**config.mk**
```make
export PLATFORM = sky130hd
export DESIGN_NAME = sr_latch_scheduler_flat
export DESIGN_NICKNAME = d
export VERILOG_FILES = /design/src/rtl/sr_sched_pkg.sv /design/src/rtl/sr_latch_scheduler_if.sv /design/src/rtl/rr_arbiter.sv /design/src/rtl/sr_latch_scheduler.sv /design/src/flat_wrapper.sv
export SDC_FILE = /design/constraint.sdc
export NUM_CORES = 1
export LEC_CHECK = 0
export BUFFER_PORTS_ARGS = -buffer_cell sky130_fd_sc_hd__buf_2
export CAP_MARGIN = 10
export CORE_AREA = 5 5 86 88
export CTS_CLUSTER_DIAMETER = 40
export DETAILED_ROUTE_END_ITERATION = 10
export DIE_AREA = 0 0 91 93
export GPL_ROUTABILITY_DRIVEN = 0
export MAX_ROUTING_LAYER = met4
export SYNTH_ARGS = -nofsm -noshare
export SYNTH_HDL_FRONTEND = slang
export SYNTH_SLANG_ARGS = --single-unit
```
**constraint.sdc**
```tcl
create_clock -name clk -period 4 [get_ports clk]
set_input_delay 0.8 -clock clk [delete_from_list [all_inputs] [get_ports clk]]
set_output_delay 0.8 -clock clk [all_outputs]
set_load 0.1 [all_outputs]
```
**src/rtl/sr_sched_pkg.sv**
```systemverilog
// Shared definitions for the SR latch write sequencer: state encoding,
// operation codes and constant-evaluable sizing helpers.
package sr_sched_pkg;

  localparam logic [2:0] ST_IDLE  = 3'd0;
  localparam logic [2:0] ST_SETUP = 3'd1;
  localparam logic [2:0] ST_PULSE = 3'd2;
  localparam logic [2:0] ST_HOLD  = 3'd3;
  localparam logic [2:0] ST_DONE  = 3'd4;

  typedef enum logic [2:0] {
    IDLE  = ST_IDLE,
    SETUP = ST_SETUP,
    PULSE = ST_PULSE,
    HOLD  = ST_HOLD,
    DONE  = ST_DONE
  } state_t;

  localparam logic OP_SET = 1'b1;
  localparam logic OP_CLR = 1'b0;

  function automatic int clog2(input int v);
    int r;
    r = 0;
    for (int i = 0; i < 31; i++)
      if ((1 << i) < v) r = i + 1;
    return r;
  endfunction

  function automatic int imax(input int a, input int b);
    return (a > b) ? a : b;
  endfunction

endpackage

```
**src/rtl/sr_latch_scheduler_if.sv**
```systemverilog
// Requester-side bundle: per-requester request/op/index in, grant/ack/status out.
interface sr_latch_scheduler_if #(
  parameter int N_REQ = 4,
  parameter int IW    = 3
);
  logic [N_REQ-1:0]    req;
  logic [N_REQ-1:0]    op;
  logic [N_REQ*IW-1:0] idx;
  logic [N_REQ-1:0]    gnt;
  logic [N_REQ-1:0]    ack;
  logic                err;
  logic                busy;

  modport master (output req, op, idx, input gnt, ack, err, busy);
  modport slave  (input req, op, idx, output gnt, ack, err, busy);
endinterface

```
**src/rtl/rr_arbiter.sv**
```systemverilog
// Combinational round-robin picker: the search starts one past last_grant,
// done by rotating the request vector, isolating the lowest bit, rotating back.
module rr_arbiter #(
  parameter int N_REQ = 4,
  parameter int LW    = 2
) (
  input  logic [N_REQ-1:0] req,
  input  logic [LW-1:0]    last_grant,
  output logic [N_REQ-1:0] grant
);
  logic [LW:0]        sh;
  logic [2*N_REQ-1:0] dbl, back;
  logic [N_REQ-1:0]   rot, pick;

  always_comb begin
    sh    = {1'b0, last_grant} + 1'b1;
    dbl   = {req, req} >> sh;
    rot   = dbl[N_REQ-1:0];
    pick  = rot & (~rot + 1'b1);
    back  = {{N_REQ{1'b0}}, pick} << sh;
    grant = back[N_REQ-1:0] | back[2*N_REQ-1:N_REQ];
  end
endmodule

```
**src/rtl/sr_latch_scheduler.sv**
```systemverilog
// Shares a bank of gated SR latches among requesters: each write is
// S/R setup, gate pulse, S/R hold, then a readback-checked acknowledge.
module sr_latch_scheduler
  import sr_sched_pkg::*;
#(
  parameter int N_REQ     = 4,
  parameter int N_LATCH   = 8,
  parameter int SETUP_CYC = 1,
  parameter int PULSE_CYC = 2,
  parameter int HOLD_CYC  = 1
) (
  input  logic               clk,
  input  logic               rst_n,
  sr_latch_scheduler_if.slave bus,
  output logic [N_LATCH-1:0] latch_s,
  output logic [N_LATCH-1:0] latch_r,
  output logic [N_LATCH-1:0] latch_en,
  input  logic [N_LATCH-1:0] latch_q
);
  localparam int IW   = (clog2(N_LATCH) > 1) ? clog2(N_LATCH) : 1;
  localparam int LW   = (clog2(N_REQ) > 1) ? clog2(N_REQ) : 1;
  localparam int MAXC = imax(imax(SETUP_CYC, PULSE_CYC), HOLD_CYC);
  localparam int CW   = (clog2(MAXC + 1) > 1) ? clog2(MAXC + 1) : 1;

  state_t             state, state_n;
  logic [CW-1:0]      cnt, cnt_n;
  logic [LW-1:0]      last_grant, last_grant_n, gnt_num;
  logic               cur_op, cur_op_n, cur_oor, cur_oor_n;
  logic [IW-1:0]      cur_idx, cur_idx_n;
  logic [N_REQ-1:0]   gnt_r, gnt_n, ack_r, ack_n, arb_gnt;
  logic [N_LATCH-1:0] s_n, r_n, en_n, win_sel, cur_sel;
  logic               win_op, win_oor, q_cur;
  logic [IW-1:0]      win_idx;

  rr_arbiter #(.N_REQ(N_REQ), .LW(LW)) u_arb (
    .req       (bus.req),
    .last_grant(last_grant),
    .grant     (arb_gnt)
  );

  always_comb begin
    win_op  = 1'b0;
    win_idx = '0;
    gnt_num = '0;
    for (int i = 0; i < N_REQ; i++) begin
      if (arb_gnt[i]) begin
        win_op  = bus.op[i];
        win_idx = bus.idx[i*IW +: IW];
      end
      if (gnt_r[i]) gnt_num = LW'(i);
    end
  end

  // Decoded selects keep every latch-side bit a plain register with no
  // variable-index write; an out-of-range index decodes to no latch at all.
  always_comb begin
    win_sel = '0;
    cur_sel = '0;
    for (int i = 0; i < N_LATCH; i++) begin
      win_sel[i] = (win_idx == IW'(i));
      cur_sel[i] = (cur_idx == IW'(i));
    end
  end

  assign win_oor = 32'(win_idx) >= 32'(N_LATCH);
  assign q_cur   = |(latch_q & cur_sel);

  always_ff @(posedge clk or negedge rst_n) begin
    if (!rst_n) begin
      state      <= IDLE;
      cnt        <= '0;
      last_grant <= LW'(N_REQ - 1);
      cur_op     <= 1'b0;
      cur_idx    <= '0;
      cur_oor    <= 1'b0;
      gnt_r      <= '0;
      ack_r      <= '0;
      latch_s    <= '0;
      latch_r    <= '0;
      latch_en   <= '0;
    end else begin
      state      <= state_n;
      cnt        <= cnt_n;
      last_grant <= last_grant_n;
      cur_op     <= cur_op_n;
      cur_idx    <= cur_idx_n;
      cur_oor    <= cur_oor_n;
      gnt_r      <= gnt_n;
      ack_r      <= ack_n;
      latch_s    <= s_n;
      latch_r    <= r_n;
      latch_en   <= en_n;
    end
  end

  always_comb begin
    state_n      = state;
    cnt_n        = cnt;
    last_grant_n = last_grant;
    cur_op_n     = cur_op;
    cur_idx_n    = cur_idx;
    cur_oor_n    = cur_oor;
    gnt_n        = gnt_r;
    ack_n        = '0;
    s_n          = latch_s;
    r_n          = latch_r;
    en_n         = '0;
    unique case (state)
      IDLE: if (|bus.req) begin
        gnt_n     = arb_gnt;
        cur_op_n  = win_op;
        cur_idx_n = win_idx;
        cur_oor_n = win_oor;
        if (win_oor) begin
          state_n = DONE;
          ack_n   = arb_gnt;
        end else begin
          state_n = SETUP;
          cnt_n   = CW'(SETUP_CYC - 1);
          s_n     = (win_op == OP_SET) ? win_sel : '0;
          r_n     = (win_op == OP_CLR) ? win_sel : '0;
        end
      end
      SETUP: if (cnt == '0) begin
        state_n = PULSE;
        cnt_n   = CW'(PULSE_CYC - 1);
        en_n    = cur_sel;
      end else cnt_n = cnt - 1'b1;
      PULSE: if (cnt == '0) begin
        state_n = HOLD;
        cnt_n   = CW'(HOLD_CYC - 1);
      end else begin
        cnt_n = cnt - 1'b1;
        en_n  = cur_sel;
      end
      // S/R only drop on the way into DONE, HOLD_CYC cycles after the gate fell.
      HOLD: if (cnt == '0) begin
        state_n = DONE;
        cnt_n   = '0;
        ack_n   = gnt_r;
        s_n     = '0;
        r_n     = '0;
      end else cnt_n = cnt - 1'b1;
      DONE: begin
        state_n      = IDLE;
        gnt_n        = '0;
        last_grant_n = gnt_num;
      end
      default: state_n = IDLE;
    endcase
  end

  // Readback is taken straight from Q during DONE so it reflects the settled latch.
  assign bus.gnt  = gnt_r;
  assign bus.ack  = ack_r;
  assign bus.busy = (state != IDLE);
  assign bus.err  = (|ack_r) & (cur_oor | (q_cur != cur_op));

endmodule

```
**src/flat_wrapper.sv**
```systemverilog
// flat-port wrapper written by rule: the top's interface ports become plain ports
module sr_latch_scheduler_flat import sr_sched_pkg::*;
#(
  parameter int N_REQ     = 4,
  parameter int N_LATCH   = 8,
  parameter int SETUP_CYC = 1,
  parameter int PULSE_CYC = 2,
  parameter int HOLD_CYC  = 1
)
  (clk, rst_n, latch_s, latch_r, latch_en, latch_q, bus_req, bus_op, bus_idx, bus_gnt, bus_ack, bus_err, bus_busy);
  sr_latch_scheduler_if #(.N_REQ(N_REQ)) bus_i ();
  input  logic clk;
  input  logic rst_n;
  output logic [N_LATCH-1:0] latch_s;
  output logic [N_LATCH-1:0] latch_r;
  output logic [N_LATCH-1:0] latch_en;
  input  logic [N_LATCH-1:0] latch_q;
  input wire logic [$bits(bus_i.req)-1:0] bus_req;
  input wire logic [$bits(bus_i.op)-1:0] bus_op;
  input wire logic [$bits(bus_i.idx)-1:0] bus_idx;
  output wire logic [$bits(bus_i.gnt)-1:0] bus_gnt;
  output wire logic [$bits(bus_i.ack)-1:0] bus_ack;
  output wire logic [$bits(bus_i.err)-1:0] bus_err;
  output wire logic [$bits(bus_i.busy)-1:0] bus_busy;
  assign bus_i.req = bus_req;
  assign bus_i.op = bus_op;
  assign bus_i.idx = bus_idx;
  assign bus_gnt = bus_i.gnt;
  assign bus_ack = bus_i.ack;
  assign bus_err = bus_i.err;
  assign bus_busy = bus_i.busy;
  sr_latch_scheduler #(.N_REQ(N_REQ), .N_LATCH(N_LATCH), .SETUP_CYC(SETUP_CYC), .PULSE_CYC(PULSE_CYC), .HOLD_CYC(HOLD_CYC)) u_core (.clk(clk), .rst_n(rst_n), .bus(bus_i), .latch_s(latch_s), .latch_r(latch_r), .latch_en(latch_en), .latch_q(latch_q));
endmodule
```
# Yosys cells after proc, flatten, opt, wreduce, memory -nomap -nowiden
# Index checks and enable logic that the tools add are counted.
# word_totals
ram_bits	0
out_inout_bits	34
rom_bits	0
memories	0
wordCells	94
ff_bits	43
input_bits	30
latchBits	0
# op_classes
n_eq_ne	23
muxes	34
n_addsub	3
n_div	0
reduce_logical	17
multipliers	0
bitwise_logic	5
shift	2
magnitude_cmp	0
# op_table
cell	n
2-to-1 mux 8 bit	7
one-hot mux 8 bit (2 select lines)	3
== test 3 bit, second input constant	9
2-to-1 mux 3 bit	8
== test 3 x 2 -> 1 bit, second input constant	6
2-to-1 mux 4 bit	3
one-hot mux 3 bit (4 select lines)	1
2-to-1 mux 2 bit	5
== test 3 x 1 -> 1 bit, second input constant	3
logical NOT 3 bit	3
AND 8 bit	1
!= test 2 x 1 -> 1 bit, second input constant	4
one-hot mux 4 bit (2 select lines)	1
OR reduction 4 bit	2
OR reduction 8 bit	1
<< shifter 4 x 3 -> 8 bit	1
right shift 8 x 3 -> 4 bit	1
one-hot mux 2 bit (3 select lines)	1
AND reduction 2 bit	3
nonzero test 3 bit	2
2-to-1 mux 1 bit	5
adder 4 x 1 -> 4 bit, second input constant	1
AND 4 bit	1
inverter 4 bit	1
other kinds (10)	11

# Longest topological paths before layout
# logic_depth
ltp_word	15
depth_mapped	9
mapped_depth_nobuf	8

# Modules after synthesis
# From an unflattened synthesis, not the netlist that was laid out.
# unflattened
cells_unflattened	235
area_unflattened_um2	2284.7
# modules_own_cells
mod	cells_each	n_inst	area_per_inst_um2
sr_latch_scheduler	196	1	2004.4
rr_arbiter	39	1	280.3

# Worst setup path before layout
# OpenSTA, ideal clock, no wires.
# synth_timing
kind	input -> output
from	input latch_q[3]
to	output bus_err
t_required_ps	3200
path_slack_ps	370
n_path_buf	0
stages	6
arrival_ps	2830
path_cell_list	mux2_2 > a22oi_1 > nor2_1 > a221oi_1 > xor2_1 > nor2_1
# synth_via
elab_chain_len	4
# synth_rtl
item	line_no	source
start: declaration	flat_wrapper.sv:17	input logic [N_LATCH-1:0] latch_q;
AND 8 bit	sr_latch_scheduler.sv:66	assign q_cur = |(latch_q & cur_sel);
OR reduction 8 bit	sr_latch_scheduler.sv:66	
!= test 1 bit	sr_latch_scheduler.sv:157	assign bus.err = (|ack_r) & (cur_oor | (q_cur != cur_op));
AND 1 bit	sr_latch_scheduler.sv:157	
end: declaration	flat_wrapper.sv:23	output wire logic [$bits(bus_i.err)-1:0] bus_err;
# No other way between the ends.

# Worst setup path after layout
# layout_timing
from	register u_core.cur_idx[1]
to	output bus_err
# layout_via
elab_chain_len	5
word_cells_on_any_way	12
classes_between	eq/ne: 8; bitwise: 2; reduce/logical: 2
# layout_rtl
item	line_no	source
start: declaration	sr_latch_scheduler.sv:29	logic [IW-1:0] cur_idx, cur_idx_n;
start signal: assignment	sr_latch_scheduler.sv:86	cur_idx <= cur_idx_n;
== test 3 x 1 -> 1 bit, or another cell as far along	sr_latch_scheduler.sv:61	cur_sel[i] = (cur_idx == IW'(i));
AND 8 bit *	sr_latch_scheduler.sv:66	
OR reduction 8 bit *	sr_latch_scheduler.sv:66	
!= test 1 bit *	sr_latch_scheduler.sv:157	
AND 1 bit *	sr_latch_scheduler.sv:157	
# Every way passes the cells marked *; elsewhere a longest branch is shown, timed or not.

==> metrics.yaml <==
outcome: "completed"
vias: 2000
finClkSkew_ns: 0.00645
cp_max_fo: 10
stdcell_count: 386
ys_seq_area_frac: 0.462
final_max_slew_viol_count: 0
cts_max_level: 2
hold_end: "u_core.latch_r[5]"
cts_tree: "done"
busiest_layer: "met2"
cts.sinks: 43
final-setup-viol-count: 0
cts_made_buffers: 5
critical_path_class: "register to output pin"
start_util: 0.356
io_buffers: 63
root_buffer: "clkbuf_8"
syn_inst: 247
routed_via_density: 5.18
timing.rr.start: "u_core.last_grant[0]"
drt-total-wl_um: 5590
min_period_ns: 3.10
antenna_found_initial: 0
routedWlPerCell_um: 14.5
synth_cell_types: 56
reg2reg_slack_ns: 1.15
yosys.area.top_type: "dfrtp_1"
synthFlopType: "dfrtp_1"
clk_pin_slew_worst_paths_ns: 0.08
cap_violations: 0
ys_warn_count: 0
postCtsHoldBufs: 0
required_ns: 3.20
cts-resized-gates: 0
use_met1: 0.194
min_path_type: "register to register"
coreArea_um2: 6570
overflow: 0
setup_tns_ns: 0
max-slew-margin-rel: 0.377
slowest_stage: "dfrtp_1"
dpl.hpwl_um: 4160
grt_max_degree: 44
avgSynthCellArea_um2: 9.46
start_kind: "register"
hold_viol: 0
cpMostUsedCell: "nor2_1"
drive_gt1_frac: 0.278
synth-seq-cells: 43
grt_use_met3: 0.0338
fmaxAchievable_ghz: 0.322
tightestPinTransition_ns: 0.934
dr.first_iter.drc_count: 91
final_common_cell: "buf_2"
post_cts_buffers: 0
global_route.usage.met2: 0.207
hold-path-cell-count: 2
antenna_left: 0
cp-end-kind: "output pin"
io_pins: 64
clk_latency_ns: 0.29
dp_cells: 378
grt_usage: 0.141
synth_edf_count: 0
r2r_cells: 8
clockBufferDepth: 2
grt_pass1_vias: 1941
chipWidth_um: 91
areaGrowthSynthToFinish_pct: 17.6
drc_errors: 0
worst_ep_arrival_time_ns: 2.30
yosysTopAreaCellShare: 0.439
dr.pass1.iters: 4
layout.nets: 336
die-height_um: 93
die_area_um2: 8460
antenna_cells: 0
syn_nets: 278
synth_area_leaders: "dfrtp_1, nand2_1, o31ai_1, nor2_1, o21ai_0"
layout_common_cells: "buf_2, dfrtp_1, nand2_1"
synth_area_um2: 2340
worstReg2RegEnd: "u_core.cur_idx[1]"
cp_cell_sequence: "mux2_2 > a22oi_1 > nor2_1 > a221oi_1 > xor2_1 > nor2_1 > buf_2"
rsz0062_at_grt: "false"
crit_path_max_incr_delay_ns: 0.56
min_period_over_period: 0.776
fp-row-count: 30
hold_path.startpoint: "u_core.latch_r[5]"
grt_pass1_wl_um: 9690
synth-async-reset-ratio: 1.00
[logic make-up (layout without fill, tap and decap cells)]
kind of cell	Yosys count	after routing	synth area share
flops	43	43	0.462
buf+inv	16	75	0.0439
simple gates	116	116	0.265
fa+ha+maj	1	1	0.00536
compound gates	67	67	0.207
mux	3	3	0.0139
xor+xnor	1	1	0.00375
[worst max-delay path by stage]
stage / startpoint / endpoint / slack [ns] / cells after the start
2_1_floorplan: latch_q[3] / bus_err / 0.37 / 6
3_5_place_dp: latch_q[3] / bus_err / 0.99 / 8
6_report: u_core.cur_idx[1] / bus_err / 0.90 / 7
4_1_cts: u_core.cur_idx[1] / bus_err / 0.90 / 7
5_1_grt: u_core.cur_idx[1] / bus_err / 0.73 / 7
3_3_place_gp: latch_q[3] / bus_err / 1.0 / 8
[flip-flops by register name, summed over array words and instances, names as in the netlist]
register	count
u_core.bus.ack	4
u_core.bus.gnt	4
u_core.cnt	2
u_core.cur_idx	3
u_core.cur_op	1
u_core.last_grant	2
u_core.latch_en	8
u_core.latch_r	8
u_core.latch_s	8
u_core.state	3
[synth_stat cells, types with 5 or more instances]
| cell type | instances |
|---|---|
| o31ai_1 | 18 |
| o21ai_0 | 14 |
| dfrtp_1 | 41 |
| clkbuf_1 | 6 |
| a21oi_1 | 5 |
| nand3_1 | 6 |
| o211ai_1 | 5 |
| o21ai_1 | 5 |
| nor2_1 | 23 |
| and2_1 | 5 |
| nand2_1 | 37 |
| nor3_1 | 7 |
| nor2b_1 | 5 |
| buf_6 | 5 |
[routing by layer]
| layer | up-vias | wire (um) | part of all wire |
|---|---|---|---|
| li1 | 1016 | - | - |
| met1 | 926 | 2760 | 0.49 |
| met2 | 54 | 2440 | 0.44 |
| met3 | 4 | 322 | 0.058 |
| met4 | 0 | 68 | 0.012 |
| met5 | - | 0 | 0 |
[cell type report]
cell class / count / area (um^2)
fillers: 684 / 3820
multi-input cells: 188 / 1150
flip-flops and latches: 43 / 1080
repair buffers: 64 / 323
well taps: 80 / 100
clock buffers: 8 / 80.1
inverters: 3 / 11.3
[critical path: cells and delay by family (launching register included)]
kind	cells	cell delay (ns)
AND/OR/NAND/NOR	2	0.14
multiplexers	1	0.38
XOR/XNOR	1	0.11
AO/OA/AOI/OAI	2	0.39
flip-flops	1	0.56
buffers and inverters	1	0.43
[through the flow]
step	setup WS [ns]	util	hold WS, ns	area [um^2]
after floorplan	0.370	-	0.461	2340
after global placement	0.996	0.406	0.460	2670
after detailed placement	0.989	0.406	0.461	2670
after CTS	0.897	0.418	0.478	2750
after global routing	0.732	0.418	0.502	2750
final	0.898	0.418	0.473	2750
Power is left out: the tool's default activity adds up to more than one toggle a clock period on the data nets, which glitch-free logic cannot reach.
